File: config.mk
export PLATFORM = sky130hd
export DESIGN_NAME = rtype_pipe
export DESIGN_NICKNAME = d
export VERILOG_FILES = /design/src/rtl/rtype_pipe.sv
export SDC_FILE = /design/constraint.sdc
export NUM_CORES = 2
export LEC_CHECK = 0
export CAP_MARGIN = 5
export CORE_AREA = 2 2 422 424
export DETAILED_ROUTE_END_ITERATION = 16
export DIE_AREA = 0 0 424 426
export SETUP_SLACK_MARGIN = 0.3
export SLEW_MARGIN = 20
export SYNTH_ARGS = -nofsm -noshare
export SYNTH_HDL_FRONTEND = slang
export SYNTH_SLANG_ARGS = --single-unit
File: constraint.sdc
create_clock -name clock -period 7.6 [get_ports clock]
set_input_delay 1.9 -clock clock [delete_from_list [all_inputs] [get_ports clock]]
set_output_delay 1.9 -clock clock [all_outputs]
set_load 0.1 [all_outputs]
File: src/rtl/rtype_pipe.sv
// rtype_pipe: pipelined MIPS R-type execution unit (register file, funct decode, ALU, forwarding)
//
// Ports
//   clock        in   1     rising-edge clock
//   reset_n      in   1     asynchronous active-low reset
//   in_valid     in   1     instruction present
//   in_ready     out  1     instruction accepted this cycle when high
//   instruction  in   32    [31:26]op [25:21]rs [20:16]rt [15:11]rd [10:6]shamt [5:0]funct
//   out_valid    out  1     result stage holds a completed instruction
//   out_ready    in   1     consumer takes the result; the register write commits here
//   a_data       out  XLEN  rs operand after forwarding
//   b_data       out  XLEN  rt operand after forwarding
//   result       out  XLEN  ALU result (0 when illegal)
//   out_rd       out  AW    destination register index
//   illegal      out  1     instruction rejected, no register write
//
// Configuration
//   RTYPE_SHIFT_EN  when defined, adds sll/srl/sra (by shamt) and sllv/srlv/srav (by rs);
//                   otherwise those functs decode as illegal and no shifter is built.
module rtype_pipe #(
    parameter int XLEN = 32,
    parameter int NREG = 32,
    localparam int AW = $clog2(NREG)
) (
    input  logic            clock,
    input  logic            reset_n,
    input  logic            in_valid,
    output logic            in_ready,
    input  logic [31:0]     instruction,
    output logic            out_valid,
    input  logic            out_ready,
    output logic [XLEN-1:0] a_data,
    output logic [XLEN-1:0] b_data,
    output logic [XLEN-1:0] result,
    output logic [AW-1:0]   out_rd,
    output logic            illegal
);
`ifdef RTYPE_SHIFT_EN
    localparam int SW = $clog2(XLEN);
`endif

    typedef enum logic [3:0] {
        ALU_ADD,
        ALU_SUB,
        ALU_AND,
        ALU_OR,
        ALU_XOR,
        ALU_NOR,
        ALU_SLT,
        ALU_SLTU
`ifdef RTYPE_SHIFT_EN
        ,
        ALU_SLL,
        ALU_SRL,
        ALU_SRA
`endif
    } alu_t;

    logic            w_stall;
    logic            w_commit;
    logic            r_s1_valid;
    logic [31:0]     r_s1_instr;
    alu_t            w_dec_op;
    logic            w_dec_bad;
    logic            w_dec_ill;
    logic            r_s2_valid;
    logic            r_s2_ill;
    alu_t            r_s2_op;
    logic [AW-1:0]   r_s2_rs;
    logic [AW-1:0]   r_s2_rt;
    logic [AW-1:0]   r_s2_rd;
    logic            w_fwd_a;
    logic            w_fwd_b;
    logic [XLEN-1:0] w_a;
    logic [XLEN-1:0] w_b;
    logic [XLEN-1:0] w_alu;
    logic            r_s3_valid;
    logic            r_s3_ill;
    logic [AW-1:0]   r_s3_rd;
    logic [XLEN-1:0] r_s3_a;
    logic [XLEN-1:0] r_s3_b;
    logic [XLEN-1:0] r_s3_res;
    logic [XLEN-1:0] r_regs [NREG];
`ifdef RTYPE_SHIFT_EN
    logic            w_dec_var;
    logic            r_s2_var;
    logic [4:0]      r_s2_shamt;
    logic [SW-1:0]   w_amt;
`else
    logic            w_unused_shamt;
`endif

    // A full result stage that is not being taken freezes the whole pipe;
    // an empty S1 may still fill during a stall.
    assign w_stall  = r_s3_valid && !out_ready;
    assign in_ready = reset_n && (!r_s1_valid || !w_stall);
    assign w_commit = r_s3_valid && out_ready && !r_s3_ill && (r_s3_rd != '0);

    always_comb begin
        w_dec_op  = ALU_ADD;
        w_dec_bad = 1'b0;
`ifdef RTYPE_SHIFT_EN
        w_dec_var = 1'b0;
`endif
        case (r_s1_instr[5:0])
            6'h20, 6'h21: w_dec_op = ALU_ADD;
            6'h22, 6'h23: w_dec_op = ALU_SUB;
            6'h24:        w_dec_op = ALU_AND;
            6'h25:        w_dec_op = ALU_OR;
            6'h26:        w_dec_op = ALU_XOR;
            6'h27:        w_dec_op = ALU_NOR;
            6'h2A:        w_dec_op = ALU_SLT;
            6'h2B:        w_dec_op = ALU_SLTU;
`ifdef RTYPE_SHIFT_EN
            6'h00:        w_dec_op = ALU_SLL;
            6'h02:        w_dec_op = ALU_SRL;
            6'h03:        w_dec_op = ALU_SRA;
            6'h04: begin
                w_dec_op  = ALU_SLL;
                w_dec_var = 1'b1;
            end
            6'h06: begin
                w_dec_op  = ALU_SRL;
                w_dec_var = 1'b1;
            end
            6'h07: begin
                w_dec_op  = ALU_SRA;
                w_dec_var = 1'b1;
            end
`endif
            default:      w_dec_bad = 1'b1;
        endcase
    end

    // Register index bits above AW must be zero for a small register file.
    assign w_dec_ill = (r_s1_instr[31:26] != 6'd0) || w_dec_bad
                     || (|(r_s1_instr[25:21] >> AW))
                     || (|(r_s1_instr[20:16] >> AW))
                     || (|(r_s1_instr[15:11] >> AW));

`ifndef RTYPE_SHIFT_EN
    assign w_unused_shamt = ^r_s1_instr[10:6];
`endif

    // Only S3 is ever ahead of S2 without having committed, so a single
    // forwarding path covers every data hazard, including same-cycle commit.
    assign w_fwd_a = r_s3_valid && !r_s3_ill && (r_s2_rs != '0) && (r_s2_rs == r_s3_rd);
    assign w_fwd_b = r_s3_valid && !r_s3_ill && (r_s2_rt != '0) && (r_s2_rt == r_s3_rd);
    assign w_a = (r_s2_rs == '0) ? '0 : w_fwd_a ? r_s3_res : r_regs[r_s2_rs];
    assign w_b = (r_s2_rt == '0) ? '0 : w_fwd_b ? r_s3_res : r_regs[r_s2_rt];

`ifdef RTYPE_SHIFT_EN
    assign w_amt = r_s2_var ? w_a[SW-1:0] : SW'(r_s2_shamt % XLEN);
`endif

    always_comb begin
        w_alu = '0;
        case (r_s2_op)
            ALU_ADD:  w_alu = w_a + w_b;
            ALU_SUB:  w_alu = w_a - w_b;
            ALU_AND:  w_alu = w_a & w_b;
            ALU_OR:   w_alu = w_a | w_b;
            ALU_XOR:  w_alu = w_a ^ w_b;
            ALU_NOR:  w_alu = ~(w_a | w_b);
            ALU_SLT:  w_alu = {{(XLEN-1){1'b0}}, $signed(w_a) < $signed(w_b)};
            ALU_SLTU: w_alu = {{(XLEN-1){1'b0}}, w_a < w_b};
`ifdef RTYPE_SHIFT_EN
            ALU_SLL:  w_alu = w_b << w_amt;
            ALU_SRL:  w_alu = w_b >> w_amt;
            ALU_SRA:  w_alu = $signed(w_b) >>> w_amt;
`endif
            default:  w_alu = '0;
        endcase
    end

    always_ff @(posedge clock or negedge reset_n) begin
        if (!reset_n) begin
            r_s1_valid <= 1'b0;
            r_s1_instr <= '0;
            r_s2_valid <= 1'b0;
            r_s2_ill   <= 1'b0;
            r_s2_op    <= ALU_ADD;
            r_s2_rs    <= '0;
            r_s2_rt    <= '0;
            r_s2_rd    <= '0;
`ifdef RTYPE_SHIFT_EN
            r_s2_var   <= 1'b0;
            r_s2_shamt <= '0;
`endif
            r_s3_valid <= 1'b0;
            r_s3_ill   <= 1'b0;
            r_s3_rd    <= '0;
            r_s3_a     <= '0;
            r_s3_b     <= '0;
            r_s3_res   <= '0;
        end else begin
            if (in_ready) begin
                r_s1_valid <= in_valid;
                r_s1_instr <= instruction;
            end
            if (!w_stall) begin
                r_s2_valid <= r_s1_valid;
                r_s2_ill   <= w_dec_ill;
                r_s2_op    <= w_dec_op;
                r_s2_rs    <= r_s1_instr[21 +: AW];
                r_s2_rt    <= r_s1_instr[16 +: AW];
                r_s2_rd    <= r_s1_instr[11 +: AW];
`ifdef RTYPE_SHIFT_EN
                r_s2_var   <= w_dec_var;
                r_s2_shamt <= r_s1_instr[10:6];
`endif
                r_s3_valid <= r_s2_valid;
                r_s3_ill   <= r_s2_ill;
                r_s3_rd    <= r_s2_rd;
                r_s3_a     <= w_a;
                r_s3_b     <= w_b;
                r_s3_res   <= r_s2_ill ? '0 : w_alu;
            end
        end
    end

    always_ff @(posedge clock or negedge reset_n) begin
        if (!reset_n) begin
            for (int i = 0; i < NREG; i++) r_regs[i] <= '0;
        end else if (w_commit) begin
            r_regs[r_s3_rd] <= r_s3_res;
        end
    end

    assign out_valid = r_s3_valid;
    assign a_data    = r_s3_a;
    assign b_data    = r_s3_b;
    assign result    = r_s3_res;
    assign out_rd    = r_s3_rd;
    assign illegal   = r_s3_ill;

endmodule
==> reports/metrics.cfg <==
[worst_setup_path]
worstPathRequired_ps = 8240
setup.reg_to_reg.worst_slack_ps = 780
startpoint_type = flop
series_of_cell_instances_along_the_critical_path = buf_4 > xnor2_1 > nand3_1 > or2_2 > a211oi_1 > inv_1 > fa_1 > nand2b_1 > a21oi_1 > o41ai_1 > a2111oi_0 > o21a_1 > a211oi_2 > o31ai_1 > a31oi_1 > a32oi_1 > o211ai_1
stage_delay_of_the_slowest_cell_on_the_critical_path_ps = 970
timing.critical_path.slowest_stage_cell = sky130_fd_sc_hd__o31ai_1
cp_data_arrival_time_ps = 7460
criticalPathCategory = reg -> reg
critPathCaptureType = flop
crit_path_max_fanout = 31

[global_route]
number_of_global_route_vias_before_repair = 44400
track_usage_pct = 22.9
largest_net_degree_at_the_start_of_global_routing = 189
grt_overflow_total = 0
grt_pass1_wl_um = 305000
antenna_found_initial = 5

[floorplanning]
num_rows = 154
floorplan.die_area_um2 = 181000
die_h_um = 426
initial_core_util_pct = 37.8
io_count = 140
placeableCoreArea_um2 = 176000
floorplan.die.width_um = 424

[cts]
clk_pin_slew_ps = 60
tritoncts.num_buffers = 131
postCtsResizedCells = 0
cts_tree = yes
clk-insertion-delay-late_ps = 780
postCtsSetupRepairBufs = 0
cts_root_buffer = sky130_fd_sc_hd__clkbuf_16
cts.path.max_buffers = 3
cts_max_level = 4
clock_sinks = 1175
quantity_of_hold_fixing_buffers_added_after_cts = 0

[drt]
route.detailed.vias_per_inst = 6.01
vias = 43700
drt_wl_total_um = 206000
drt-wirelength-per-cell_um = 28.4
ant_nets = 0
drt_pre_antenna_iters = 6
first_iter_violations = 4155
route.detailed.drc = 0

[pwr]
p_leak_nw = 33.2
vdd.ir_drop.worst_mv = 0.201
power_density_nw_per_um2 = 260

[layout]
finish.net_count = 4980
syn2layout_area_growth_pct = 12.9
area_used_by_multi_input_combinational_logic_um2 = 34800
drive_gt1_share_pct = 42.2
seqCellArea_um2 = 29400
final_cell_mix = sky130_fd_sc_hd__dfrtp_1, sky130_fd_sc_hd__mux2_2, sky130_fd_sc_hd__mux4_2
final_common_cell = sky130_fd_sc_hd__dfrtp_1
final.fill_count = 16000

[timing]
finalSetupTns_ps = 0
tightest_slew_ps = 1140
final-hold-violation-count = 0
postLayoutSetupSlackWorst_ps = 779
final_period_minus_worst_setup_slack_ps = 6820
report.final.slew_viol_count = 0
layout_worst_path_cycle_share_pct = 89.8
clock-skew-final_ps = 21.3
rsz_0062_raised_after_global_routing = false
fmax_mhz = 147
timing.final.setup_violations = 0
max_slew_margin_pct = 24.0

[synthesis]
async_flop_share_pct = 100
synth.yosys.seq_area_share_pct = 44.2
yosys_warnings = 0
syn_avg_cell_area_um2 = 13.7
synth_seq_cells = 1175
synth_edf_count = 0
synthFlopType = sky130_fd_sc_hd__dfrtp_1
synthCells = 4865
syn-cell-area_um2 = 66400
syn-num-nets = 5012
ys_types = 83

[run_status]
status = complete, no violations

[placement]
port_buffers = 134
gp_congestion = 0.925
detail_placement_hpwl_um = 130000
pre_cts_ws_ps = 850

[worst_hold_path]
worst_hold_path_type = reg -> reg

[job]
max-cap-violations = 0

## final cells by class
type	count	area share, %
clock buffers	195	5.22
inverters	120	0.600
multi-input cells	3083	46.3
repair buffers	322	4.02
clock inverters	36	0.664
diodes	2	0.00667
well taps	2340	3.90
flip-flops and latches	1175	39.2
## sequential cells by signal (all words and copies together) (netlist names), 3 cells and up
| signal | cells |
|---|---|
| r_s2_rs | 5 |
| r_s1_instr | 27 |
| result | 32 |
| a_data | 32 |
| r_s2_rt | 5 |
| r_s2_op | 3 |
| out_rd | 5 |
| r_s2_rd | 5 |
| r_regs | 1024 |
| b_data | 32 |
## synthesized netlist by cell type, drive strengths merged, types with 8 or more instances
master	count	area share [%]
a211oi	126	1.4
o22ai	17	0.16
xor2	16	0.22
nor4	14	0.16
ha	109	2.1
o21ai	157	1.2
mux2	1022	17
clkbuf	327	1.8
o211ai	11	0.12
a221oi	10	0.13
o21a	9	0.10
o221ai	8	0.11
mux4	589	20
nand2b	28	0.26
nand2	209	1.2
a21boi	8	0.090
nor3	45	0.34
a21o	9	0.10
nor2b	44	0.41
a21oi	133	1.0
dfrtp	1175	44
inv	120	0.68
a31oi	9	0.085
or3	9	0.085
buf	160	1.2
nand3	23	0.19
nor2	176	0.99
mux2i	145	2.2
xnor2	25	0.33
o31ai	10	0.11
o21bai	13	0.15
## metrics by stage
step	power (mW)	util (%)	hold slack, ps	cells	area, µm²
after floorplan	11.0	-	430	4865	66400
after global placement	13.0	40.2	376	7039	70600
after detailed placement	13.1	40.2	383	7040	70600
after CTS	19.7	42.7	396	7271	75000
after global routing	20.3	42.7	409	7272	75000
final	19.5	42.7	390	7273	75000
## cell families after synthesis
logic type | share of synthesized area (%)
mux | 39.5
flops | 44.2
buf+inv | 3.76
compound gates | 5.81
simple gates | 4.04
fa+ha+maj | 2.11
xor+xnor | 0.552
## routing by layer
| layer | vias to the layer above | share of wire (%) | GRT usage (%) |
|---|---|---|---|
| met5 | - | 0 | 0 |
| met4 | 0 | 3.6 | 8.24 |
| met3 | 396 | 6.8 | 4.24 |
| met2 | 1551 | 47 | 36.5 |
| met1 | 23400 | 42 | 31.2 |
| li1 | 18300 | - | - |
## path summary, 6_finish.rpt
check | from | end | depth (start not counted)
max | r_s2_rt[0]$_DFFE_PN0N_ | result[30]$_DFFE_PN0N_ | 17
max reg2reg | r_s2_rt[0]$_DFFE_PN0N_ | result[30]$_DFFE_PN0N_ | 17
min reg2reg | r_regs[1001]$_DFFE_PN0P_ | r_regs[1001]$_DFFE_PN0P_ | 0
min in group asynchronous | reset_n | r_regs[693]$_DFFE_PN0P_ | 1
max in group asynchronous | reset_n | result[26]$_DFFE_PN0N_ | 4
min | r_regs[1001]$_DFFE_PN0P_ | r_regs[1001]$_DFFE_PN0P_ | 0
## power breakdown
part,switching [mW],total (mW),leakage (nW),internal [mW]
clock network,2.70,6.58,2.15,3.88
logic,3.91,6.04,14.8,2.13
registers,0.422,6.91,16.3,6.49
## critical path: cells and delay by family (launching register included)
| kind | cells | cell delay (ps) |
|---|---|---|
| compound gates | 10 | 3480 |
| buf+inv | 2 | 820 |
| flops | 1 | 930 |
| simple gates | 3 | 750 |
| fa+ha+maj | 1 | 490 |
| xor+xnor | 1 | 180 |
Note: power is estimated with default switching activity, not from simulation.
